$ cat config.mk
export PLATFORM = sky130hd
export DESIGN_NAME = control_fsm
export DESIGN_NICKNAME = d
export VERILOG_FILES = /design/src/rtl/control_fsm.sv
export SDC_FILE = /design/constraint.sdc
export NUM_CORES = 1
export LEC_CHECK = 0
export ABC_AREA = 1
export CORE_UTILIZATION = 50
export CTS_BUF_LIST = sky130_fd_sc_hd__clkbuf_2 sky130_fd_sc_hd__clkbuf_4 sky130_fd_sc_hd__clkbuf_8
export DETAILED_ROUTE_END_ITERATION = 16
export PLACE_DENSITY = 0.87
export SLEW_MARGIN = 20
export SYNTH_ARGS = -nofsm -noshare
export SYNTH_HDL_FRONTEND = slang
export SYNTH_SLANG_ARGS = --single-unit
$ cat constraint.sdc
create_clock -name clk_i -period 2.82 [get_ports clk_i]
set_clock_uncertainty 0.2 [all_clocks]
set_input_delay 0.705 -clock clk_i [delete_from_list [all_inputs] [get_ports clk_i]]
set_output_delay 0.705 -clock clk_i [all_outputs]
set_load 0.01 [all_outputs]
$ cat src/rtl/control_fsm.sv
// control_fsm: multicycle MIPS control sequencer.
// Fetch/execute FSM with memory stalls, MULT/DIV wait and HALT.
module control_fsm #(
  parameter int MULDIV_LATENCY  = 32,
  parameter bit MEM_WAIT_EN     = 1'b1,
  parameter bit HALT_ON_ILLEGAL = 1'b1
) (
  input  logic       clk_i,
  input  logic       rst_ni,
  input  logic [5:0] opcode_i,
  input  logic [5:0] function_i,
  input  logic       waitrequest_i,
  input  logic       alu_zero_i,
  input  logic       jr_zero_i,
  output logic [2:0] state_o,
  output logic       active_o,
  output logic       pc_wen_o,
  output logic       ir_wen_o,
  output logic       ram_wen_o,
  output logic       ram_rds_o,
  output logic       reg_wen_o,
  output logic       src_b_sel_o,
  output logic       ram_a_sel_o,
  output logic [1:0] pc_sel_o,
  output logic [1:0] reg_a3_sel_o,
  output logic [1:0] reg_wd_sel_o,
  output logic       muldiv_start_o,
  output logic       hilo_wen_o,
  output logic       illegal_o
);

  typedef enum logic [2:0] {
    FETCH  = 3'd0,
    EXEC1  = 3'd1,
    EXEC2  = 3'd2,
    MULDIV = 3'd3,
    HALT   = 3'd4
  } state_t;

  localparam int CW = (MULDIV_LATENCY > 0) ?
    $clog2(MULDIV_LATENCY + 1) : 1;
  localparam logic [CW-1:0] CNT_INIT =
    CW'((MULDIV_LATENCY > 0) ? MULDIV_LATENCY - 1 : 0);
  localparam bit MD_FAST = (MULDIV_LATENCY == 0);

  state_t        state_q, state_d;
  logic [CW-1:0] cnt_q, cnt_d;
  logic          run_q;
  logic          e1_seen_q;

  logic r_type, is_addiu, is_addu, is_lw, is_sw;
  logic is_beq, is_bne, is_j, is_jal, is_jr;
  logic is_md, legal, stall;

  assign r_type   = opcode_i == 6'h00;
  assign is_addiu = opcode_i == 6'h09;
  assign is_lw    = opcode_i == 6'h23;
  assign is_sw    = opcode_i == 6'h2B;
  assign is_beq   = opcode_i == 6'h04;
  assign is_bne   = opcode_i == 6'h05;
  assign is_j     = opcode_i == 6'h02;
  assign is_jal   = opcode_i == 6'h03;
  assign is_addu  = r_type && function_i == 6'h21;
  assign is_jr    = r_type && function_i == 6'h08;
  // MULT/MULTU/DIV/DIVU occupy functions 0x18..0x1B
  assign is_md    = r_type &&
                    function_i[5:2] == 4'b0110;

  assign legal = is_addiu | is_addu | is_lw |
                 is_sw | is_beq | is_bne | is_j |
                 is_jal | is_jr | is_md;

  assign stall = MEM_WAIT_EN && waitrequest_i;

  always_ff @(posedge clk_i or negedge rst_ni) begin
    if (!rst_ni) begin
      state_q   <= FETCH;
      cnt_q     <= '0;
      run_q     <= 1'b0;
      e1_seen_q <= 1'b0;
    end else begin
      state_q   <= state_d;
      cnt_q     <= cnt_d;
      run_q     <= 1'b1;
      e1_seen_q <= (state_q == EXEC1);
    end
  end

  always_comb begin
    state_d = state_q;
    cnt_d   = cnt_q;
    if (run_q) begin
      unique case (state_q)
        FETCH: begin
          if (!stall) state_d = EXEC1;
        end
        EXEC1: begin
          if (!legal)
            state_d = HALT_ON_ILLEGAL ? HALT : EXEC2;
          else if (!(is_lw && stall))
            state_d = EXEC2;
        end
        EXEC2: begin
          if (!(is_sw && stall)) begin
            state_d = FETCH;
            if (is_jr && jr_zero_i) begin
              state_d = HALT;
            end else if (is_md && !MD_FAST) begin
              state_d = MULDIV;
              cnt_d   = CNT_INIT;
            end
          end
        end
        MULDIV: begin
          if (cnt_q == '0) state_d = FETCH;
          else cnt_d = cnt_q - 1'b1;
        end
        HALT: state_d = HALT;
        default: state_d = FETCH;
      endcase
    end
  end

  always_comb begin
    pc_wen_o       = 1'b0;
    ir_wen_o       = 1'b0;
    ram_wen_o      = 1'b0;
    ram_rds_o      = 1'b0;
    reg_wen_o      = 1'b0;
    src_b_sel_o    = 1'b0;
    ram_a_sel_o    = 1'b0;
    pc_sel_o       = 2'd0;
    reg_a3_sel_o   = 2'd0;
    reg_wd_sel_o   = 2'd0;
    muldiv_start_o = 1'b0;
    hilo_wen_o     = 1'b0;
    illegal_o      = 1'b0;
    if (run_q) begin
      unique case (state_q)
        FETCH: ram_rds_o = 1'b1;
        EXEC1: begin
          ir_wen_o  = !e1_seen_q;
          illegal_o = !legal;
          if (is_lw) begin
            ram_rds_o   = 1'b1;
            ram_a_sel_o = 1'b1;
            src_b_sel_o = 1'b1;
          end
        end
        EXEC2: begin
          pc_wen_o = 1'b1;
          unique case (1'b1)
            is_addiu: begin
              reg_wen_o    = 1'b1;
              reg_wd_sel_o = 2'd1;
              src_b_sel_o  = 1'b1;
            end
            is_addu: begin
              reg_wen_o    = 1'b1;
              reg_wd_sel_o = 2'd1;
              reg_a3_sel_o = 2'd1;
            end
            is_lw: reg_wen_o = 1'b1;
            is_sw: begin
              ram_wen_o   = 1'b1;
              ram_a_sel_o = 1'b1;
              src_b_sel_o = 1'b1;
              pc_wen_o    = !stall;
            end
            is_beq, is_bne: begin
              pc_sel_o = (alu_zero_i == is_beq) ?
                         2'd1 : 2'd0;
            end
            is_j: pc_sel_o = 2'd2;
            is_jal: begin
              pc_sel_o     = 2'd2;
              reg_wen_o    = 1'b1;
              reg_a3_sel_o = 2'd2;
              reg_wd_sel_o = 2'd2;
            end
            is_jr: pc_sel_o = 2'd3;
            is_md: begin
              muldiv_start_o = 1'b1;
              hilo_wen_o     = MD_FAST;
              pc_wen_o       = MD_FAST;
            end
            default: pc_sel_o = 2'd0;
          endcase
        end
        MULDIV: begin
          hilo_wen_o = (cnt_q == '0);
          pc_wen_o   = (cnt_q == '0);
        end
        HALT: pc_wen_o = 1'b0;
        default: pc_wen_o = 1'b0;
      endcase
    end
  end

  assign state_o  = state_q;
  assign active_o = run_q && (state_q != HALT);

endmodule

==> impl_metrics.csv <==
group,metric,value,unit
floorplan,die_w,48.0,um
placed_design,placed_area,1510,um^2
timing,grt_setup_unrepaired,"no",
power,power_frac_comb,55.1,%
power,switching_share,43.3,%
hold_path,min-delay-start,"cnt_q[0]",
finish,final_area,1580,um^2
critical_path,start_kind,"flip-flop",
floorplan,fp.dieH,48.0,um
logic_synthesis,syn_area,1060,um^2
floorplan,dieArea,2300,um^2
timing,fmax,0.364,GHz
power,pwr-share-clk,13.1,%
clock_tree,cts_buffers,3,
global_routing,grt_max_degree,12,
critical_path,crit_path_end_kind,"primary output",
routing,drt_iter0_markers,44,
floorplan,initial_core_util,53.4,%
clock_tree,clk_pin_slew,70,ps
critical_path,crit_start,"state_o[0]",
floorplan,row_count,16,
routing,wl_met1,1410,um
finish,final_nets,244,
routing,wl,3350,um
placed_design,place.gp.congestion,0.831,
placed_design,dpl_worst_slack,-587,ps
global_routing,gr-usage-all-layers,30.0,%
clock_tree,clock-root-buffer,"clkbuf_4",
logic_synthesis,yosys.area.top_type,"dfrtp_1",
routing,detail-route-antenna-nets,0,
placed_design,hpwlAfterDp,2350,um
logic_synthesis,ys_seq_area_share,26.0,%
critical_path,r2r-start,"state_o[0]",
finish,stdcell_count,252,
routing,via_per_inst,5.22,
timing,final_max_slew_viol_count,0,
timing,fin_hold_ws,310,ps
timing,finalHoldViolations,0,
routing,drt-wirelength-per-cell,13.3,um
timing,fin_setup_tns,0,ps
global_routing,grt_pass1_wl,4790,um
power,seqPwrFrac,31.8,%
finish,fillers,133,
logic_synthesis,synth_cell_types,29,
placed_design,dp.cells,238,
critical_path,cp.required,1910,ps
finish,fin_util,79.9,%
routing,vias,1316,
power,ir_drop,0.555,mV
clock_tree,cts_tree,"built",
global_routing,antenna_found_initial,0,
clock_tree,cts.path.max_buffers,2,
outcome,status,"finished, final reports clean",
clock_tree,insertion_delay,280,ps
power,power_density,520,nW/um^2
hold_path,hp-class,"reg2reg",
power,p_sw,0.357,mW
global_routing,first_global_vias,1099,
timing,period_minus_slack,2750,ps
power,p_int,0.468,mW
finish,synthToLayoutAreaGrowth,49.6,%
power,leakage,0.821,nW
placed_design,port_buffers,36,
logic_synthesis,synth.top_cell.area_share,26.0,%
finish,antenna-diode-count,0,
logic_synthesis,synthCells,167,
global_routing,grt.overflow.total,0,
job,cap_viol_max_count,0,
routing,drt-pass1-iter-count,4,
routing,met2_length,1730,um
logic_synthesis,synthTopCellsByArea,"dfrtp_1, nand2_1, nor2_1, nand3_1, inv_1",
timing,period_share,97.5,%
critical_path,cp_max_fo,5,
logic_synthesis,ys_ff_latch,11,
floorplan,core-area,1980,um^2
logic_synthesis,syn_area_per_cell,6.34,um^2
clock_tree,cts_max_level,1,
routing,top_layer,"met4",
power,p_total,0.824,mW
timing,layout_setup_ws,70.4,ps
critical_path,cp.arrival,1840,ps
critical_path,critical_path_class,"reg2out",
finish,drive_above_1_share,36.0,%
clock_tree,clock-sinks,11,
logic_synthesis,yosysWarnings,0,
floorplan,io_pins,37,
timing,setup_viol,0,
routing,drc,0,
logic_synthesis,synth.net_count,185,
routing,wl_met3,167,um
[cells by family after synthesis]
logic type / after synthesis / synth area share, %
DFF: 11 / 26.0
xor gates and xnor gates: 3 / 2.48
adders and majority gates: 1 / 1.18
AOI/OAI and AO/OA: 12 / 6.27
buffers and inverters: 28 / 9.93
other: 1 / 0.354
and+or+nand+nor: 111 / 53.8
[power by group through the flow]
stage / logic, mW / registers, mW / clock network (mW)
finish: 0.454 / 0.262 / 0.108
global route: 0.497 / 0.270 / 0.122
CTS: 0.427 / 0.258 / 0.111
detailed placement: 0.431 / 0.261 / 0
global placement: 0.413 / 0.258 / 0
floorplan: 0.252 / 0.259 / 0
[sequential cells by signal, indices dropped and copies added, names as in the netlist]
name / count
cnt_q: 6
state_o: 3
e1_seen_q: 1
run_q: 1
[metal layers]
metal,up-vias,GRT usage (%)
met5,-,0
met4,0,7.78
met3,6,8.68
met2,53,50.5
met1,617,37.4
li1,640,-
[final cells by class]
| class | count | area, um^2 | share of cell area, % |
|---|---|---|---|
| multi-input combinational | 128 | 721 | 45.5 |
| clock buffer | 3 | 22.5 | 1.42 |
| inverter | 28 | 105 | 6.64 |
| timing repair buffer | 54 | 418 | 26.4 |
| tap | 27 | 33.8 | 2.13 |
| clock inverter | 1 | 5.00 | 0.316 |
| sequential | 11 | 279 | 17.6 |
[cells in the final DEF (no fill, tap or decap), types with 2 or more instances in the layout]
cell             Yosys  layout
a21oi_1              2       2
buf_2                0       8
buf_4                0      16
buf_6                0       2
clkbuf_2             0       6
clkbuf_4             0       3
clkdlybuf4s50_1      0       9
dfrtp_1             11       8
dfrtp_2              0       3
dlygate4sd2_1        0      12
inv_1               17      17
inv_2               11      11
nand2_1             38      37
nand2_2              3       4
nand3_1             13      12
nand3_2              3       4
nand4_1              3       3
nor2_1              34      26
nor2_2               4       9
nor2_4               5       8
o21ai_1              6       6
xor2_1               2       2
[what timing repair did]
| action | CTS | global route |
|---|---|---|
| buffers inserted | 6 | 4 |
| hold buffers | 0 | 0 |
| gates resized for setup | 59 | 23 |
| endpoints found under the setup margin | 15 | 12 |
| pin swaps | 13 | 9 |
[worst max-delay path, cell delays in order, from the launching register on]
cell and delay (ps):
dfrtp_2 420, inv_2 70, nor3_4 210, buf_4 160, nand2_1 70, nor2_1 90
clkdlybuf4s50_1 540
[Yosys cell counts]
cell / count
o21ai_1: 6
or2_1: 1
nor3_4: 1
conb_1: 1
nor2_1: 34
nand2_1: 38
nand4_1: 3
o22ai_1: 1
nand4_2: 1
nand3_4: 1
dfrtp_1: 11
inv_2: 11
nand2_2: 3
a21oi_1: 2
o21ai_0: 1
nand3b_1: 1
nor3_1: 1
ha_1: 1
xnor2_1: 1
xor2_1: 2
inv_1: 17
nand2_4: 1
or2_4: 1
nand3_2: 3
nand3_1: 13
a31oi_1: 1
nor2_4: 5
nor2_2: 4
o21ai_2: 1
[final timing paths]
kind	to	slack, ps	depth (start not counted)
setup / recovery	ir_wen_o	70	6
hold reg to reg	cnt_q[0]	310	2
min in group asynchronous	cnt_q[2]	550	1
setup reg to reg	state_o[1]	950	11
max in group asynchronous	state_o[1]	1520	1
hold / removal	cnt_q[0]	310	2
Power figures use the tool's default switching activity.
==> variant 1 (same settings) <==
The parameter `HALT_ON_ILLEGAL` goes from 1'b1 to 1'b0.
--- a/src/rtl/control_fsm.sv
+++ b/src/rtl/control_fsm.sv
@@ -4,5 +4,5 @@
   parameter int MULDIV_LATENCY  = 32,
   parameter bit MEM_WAIT_EN     = 1'b1,
-  parameter bit HALT_ON_ILLEGAL = 1'b1
+  parameter bit HALT_ON_ILLEGAL = 1'b0
 ) (
   input  logic       clk_i,
Behaviour: not the same (Yosys sat finds a counterexample within 4 cycles, from zero or initial values and one cycle with rst_ni low).
==> variant 1 against the original RTL <==
- the run now ends with negative setup slack left
- area after synthesis down 0.35%
- sequential cell count unchanged
- first-iteration DRC count up 110%
- fmax down 3.9%
- design area up 11%
- combinational power up 15%
- power up 12%
- register-to-register slack worse by 70 ps
- count of clock-buffer cells in the layout up 1
- setup slack worse by 110 ps
- routed wire length up 34%
- critical path type is now in -> out
- critical endpoint is now muldiv_start_o
- largest cell class unchanged
==> variant 1: results (changes against the original RTL) <==
| Metric | Value |
|---|---|
| DR WL/cell | 17.00 µm (was 13.28 µm) |
| Leakage power | 0.8932 nW (was 0.8207 nW) |
| Detailed-routed wire length on met3 | 357 µm (was 167 µm) |
| R2R depth | 8 (was 11) |
| Final core occ | 0.8908 (was 0.7992) |
| Setup ws final | -42.28 ps (was 70.41 ps) |
| Design Power | 0.9237 mW (was 0.8241 mW) |
| Largest net degree at the start of global routing | 13 (was 12) |
| Count of final setup violators | 3 (was 0) |
| RePlAce Congestion | 0.8465 (was 0.8313) |
| Hold Slack | 302.7 ps (was 310.0 ps) |
| Yosys cell types | 26 (was 29) |
| P_comb | 0.520 mW (was 0.454 mW) |
| Syn nets | 181 (was 185) |
| Met2 wire length | 2206 µm (was 1731 µm) |
| Sequential power share | 0.313 (was 0.318) |
| Share of layout cells above drive strength 1 | 0.4219 (was 0.3600) |
| Dpl ws | -637.1 ps (was -586.8 ps) |
| R2R Setup Slk | 880 ps (was 950 ps) |
| CP startpoint | opcode_i[4] (was state_o[0]) |
| Failing checks | negative setup slack |
| Slowest cell delay on critical path | 270 ps (was 540 ps) |
| Int Pwr | 0.4934 mW (was 0.4675 mW) |
| M2 GR Usage | 0.6784 (was 0.5054) |
| Status | complete, but fails checks (was finished clean) |
| Peak VDD IR | 0.5049 mV (was 0.5547 mV) |
-- variant 1: changes by cell type in the layout (fill, tap and decap cells not counted), sizes merged, moves of 2 or more --
cell   delta
inv       -4
buf      +19
a21oi     +2
nand3     -2
nor2      -4
nand4     +3
-- variant 1: logic make-up after synthesis --
group	count (synthesis)	synth area share
AND/OR/NAND/NOR	108	0.5077
AO/OA/AOI/OAI	14	0.09490
flip-flops	11	0.2610
buffers and inverters	25	0.09609
adder cells (fa/ha/maj)	1	0.01186
XOR/XNOR	3	0.02492
other	1	0.003555
-- variant 1: cell type report --
class                      count  area (µm²)
clock buffer                   4       30.03
fill                          98       216.5
inverter                      24       90.09
multi-input combinational    127       783.3
sequential                    11       275.3
tap                           27       33.78
timing repair buffer          71       553.0
-- variant 1: timing repair --
action | CTS | global route
pin swaps | 14 | 9
gates resized for setup | 68 | 30
buffers inserted | 12 | 2
setup endpoints to repair | 15 | 15
hold endpoints to repair | 0 | 0
hold buffers | 0 | 0
==> variant 2 (same flow settings) <==
Made on the original files. Make the reset (`rst_ni`) synchronous in one clocked block.
--- a/src/rtl/control_fsm.sv
+++ b/src/rtl/control_fsm.sv
@@ -73,5 +73,5 @@
   assign stall = MEM_WAIT_EN && waitrequest_i;
 
-  always_ff @(posedge clk_i or negedge rst_ni) begin
+  always_ff @(posedge clk_i) begin
     if (!rst_ni) begin
       state_q   <= FETCH;
Check against the original RTL: differs if rst_ni is asserted again (counterexample within 4 cycles, from zero or initial values and one cycle with rst_ni low); with rst_ni held inactive, the same outputs for 10 cycles.
==> variant 2 against the original RTL <==
- sequential cell count unchanged
- design area rose by 8.7%
- routed wire length rose by 8.4%
- synthesized cell count up 13%
- area after synthesis is 0.71% higher
- setup slack worse by 26 ps
- hold slack worse by 13 ps
- critical path depth is 1 higher
- critical endpoint is now ram_rds_o
Power is not compared: it rests on default switching activity, and its combinational part moved more than twofold at a synthesized area within 25%.
==> variant 2: results (changes against the original RTL) <==
| Metric | Value |
|---|---|
| Initial antenna violation count | 0 (unchanged) |
| Synth Area per Inst | 5.670 µm² (was 6.338 µm²) |
| Share of layout cells above drive strength 1 | 0.3307 (was 0.3600) |
| Routed WL | 3626 µm (was 3346 µm) |
| Final Non-Filler Cells | 278 (was 252) |
| CP arrival | 1870 ps (was 1840 ps) |
| #FFs+latches synth | 11 (unchanged) |
| Synth warn | 0 (unchanged) |
| Psw | 0.1462 mW |
| Commonest cells post-synth | nor2_1, nand2_1, inv_1 (was nand2_1, nor2_1, inv_1) |
| Clock tree buffer depth | 2 (unchanged) |
| DP HPWL | 2432 µm (was 2352 µm) |
| Skew-Pair Late Insertion Delay | 270 ps |
| Total GRT Usage | 0.3054 (was 0.2998) |
| Synth top area cells | dfxtp_1, nor2_1, nand2_1, nand3_1, inv_1 (was dfrtp_1, nand2_1, nor2_1, nand3_1, inv_1) |
| Iteration-0 DRC Markers | 62 (was 44) |
| Yosys cell types | 28 (was 29) |
| Hold Path End | cnt_q[1] (was cnt_q[0]) |
| Fraction of registers with async set/reset | 0 (was 1.000) |
| Register area share after synthesis | 0.2066 (was 0.2600) |
| Peak VDD IR | 0.3641 mV |
| Slowest cell delay on critical path | 270 ps (was 540 ps) |
| Slowest cell on the critical path | clkdlybuf4s15_2 (was clkdlybuf4s50_1) |
| H-tree depth | 1 (unchanged) |
| Worst Tran Pin Value | 260.2 ps |
| Clock root cell | clkbuf_4 (unchanged) |
| Vias in the first global route | 1251 (was 1099) |
| Hold Crit Depth | 2 (unchanged) |
| Main synth FF type | dfxtp_1 (was dfrtp_1) |
| Post-layout net count | 270 (was 244) |
| Reg2reg end | state_o[2] (was state_o[1]) |
| Placed cell areas | 0.001583 mm² (was 0.001513 mm²) |
| Drt pass-1 iters | 4 (unchanged) |
| R2R depth | 9 (was 11) |
| Largest register FFs | 6 (unchanged) |
| Worst-path maximum fanout | 6 (was 5) |
| RePlAce Congestion | 0.9269 (was 0.8313) |
| Syn nets | 206 (was 185) |
| Diodes inserted | 0 (unchanged) |
| Reg-to-reg startpoint | cnt_q[0] (was state_o[0]) |
| Avg Vias per Cell | 5.273 (was 5.222) |
| Largest Register | cnt_q (unchanged) |
| CTS clk-pin slew, worst paths | 70 ps (about the same) |
| First-pass GRT wire length | 5050 µm (was 4788 µm) |
| Status | finished clean (unchanged) |
| Total CTS buffers | 3 (unchanged) |
| HP Start | cnt_q[1] (was cnt_q[0]) |
| Largest net degree at the start of global routing | 10 (was 12) |
| Leakage power | 0.8849 nW |
| R2R Setup Slk | 1100 ps (was 950 ps) |
| I/O Buffers | 36 (unchanged) |
[variant 2: how the worst max path moves through the flow]
stage | start | endpoint | cells after the start
after CTS | opcode_i[5] | illegal_o | 9
after detailed placement | opcode_i[1] | illegal_o | 8
final | opcode_i[1] | ram_rds_o | 7
after floorplan | opcode_i[4] | reg_wen_o | 4
after global routing | opcode_i[1] | ram_rds_o | 7
after global placement | opcode_i[1] | illegal_o | 8
[variant 2: timing repair]
action | 4_1_cts | 5_1_grt
resized for setup | 83 | 17
setup endpoints to repair | 14 | 9
pin swaps | 14 | 5
setup buffers | 8 | 0
[variant 2: area by class of cell]
class | count | area, µm²
multi-input cells | 149 | 845.8
repair buffers | 60 | 490.5
fillers | 110 | 260.3
flip-flops and latches | 11 | 220.2
inverters | 27 | 101.3
well taps | 27 | 33.78
clock buffers | 4 | 30.03
[variant 2: kinds of logic after synthesis]
kind of cell             count (synthesis)  share of synthesized area
AO/OA/AOI/OAI                           19                     0.1092
buffers and inverters                   28                    0.09975
adder cells (fa/ha/maj)                  1                    0.01174
XOR/XNOR                                 3                    0.02465
flip-flops                              11                     0.2066
AND/OR/NAND/NOR                        126                     0.5481
[variant 2: per-layer routing]
layer	global-route usage	part of all wire	vias to the layer above
met5	0	0	-
met4	0.1222	0.015	0
met3	0.02963	0.047	8
met2	0.5707	0.53	67
met1	0.3504	0.41	667
li1	-	-	724
[variant 2: power by group through the flow]
stage                     combinational (mW)  clock [mW]  sequential, mW
after floorplan                       0.0677           0           0.174
after global placement                 0.141           0           0.172
after detailed placement               0.144           0           0.172
after CTS                              0.154       0.119           0.169
after global routing                   0.168       0.125           0.170
final                                  0.156       0.117           0.169
[variant 2: critical path, delay by kind of cell]
kind                   cells  cell delay, ps
AO/OA/AOI/OAI              1             180
AND/OR/NAND/NOR            2             200
buffers and inverters      4             780
[variant 2: through the flow]
step | power, mW | util | setup WS, ps | hold slack [ps]
after CTS | 0.4420 | 0.8775 | -11.77 | 299.5
after detailed placement | 0.3161 | 0.7986 | -635.6 | 289.1
after global placement | 0.3136 | 0.7986 | -581.8 | 272.1
after floorplan | 0.2413 | - | 360.6 | 258.8
final | 0.4423 | 0.8687 | 44.35 | 297.0
after global routing | 0.4631 | 0.8687 | 3.209 | 322.4
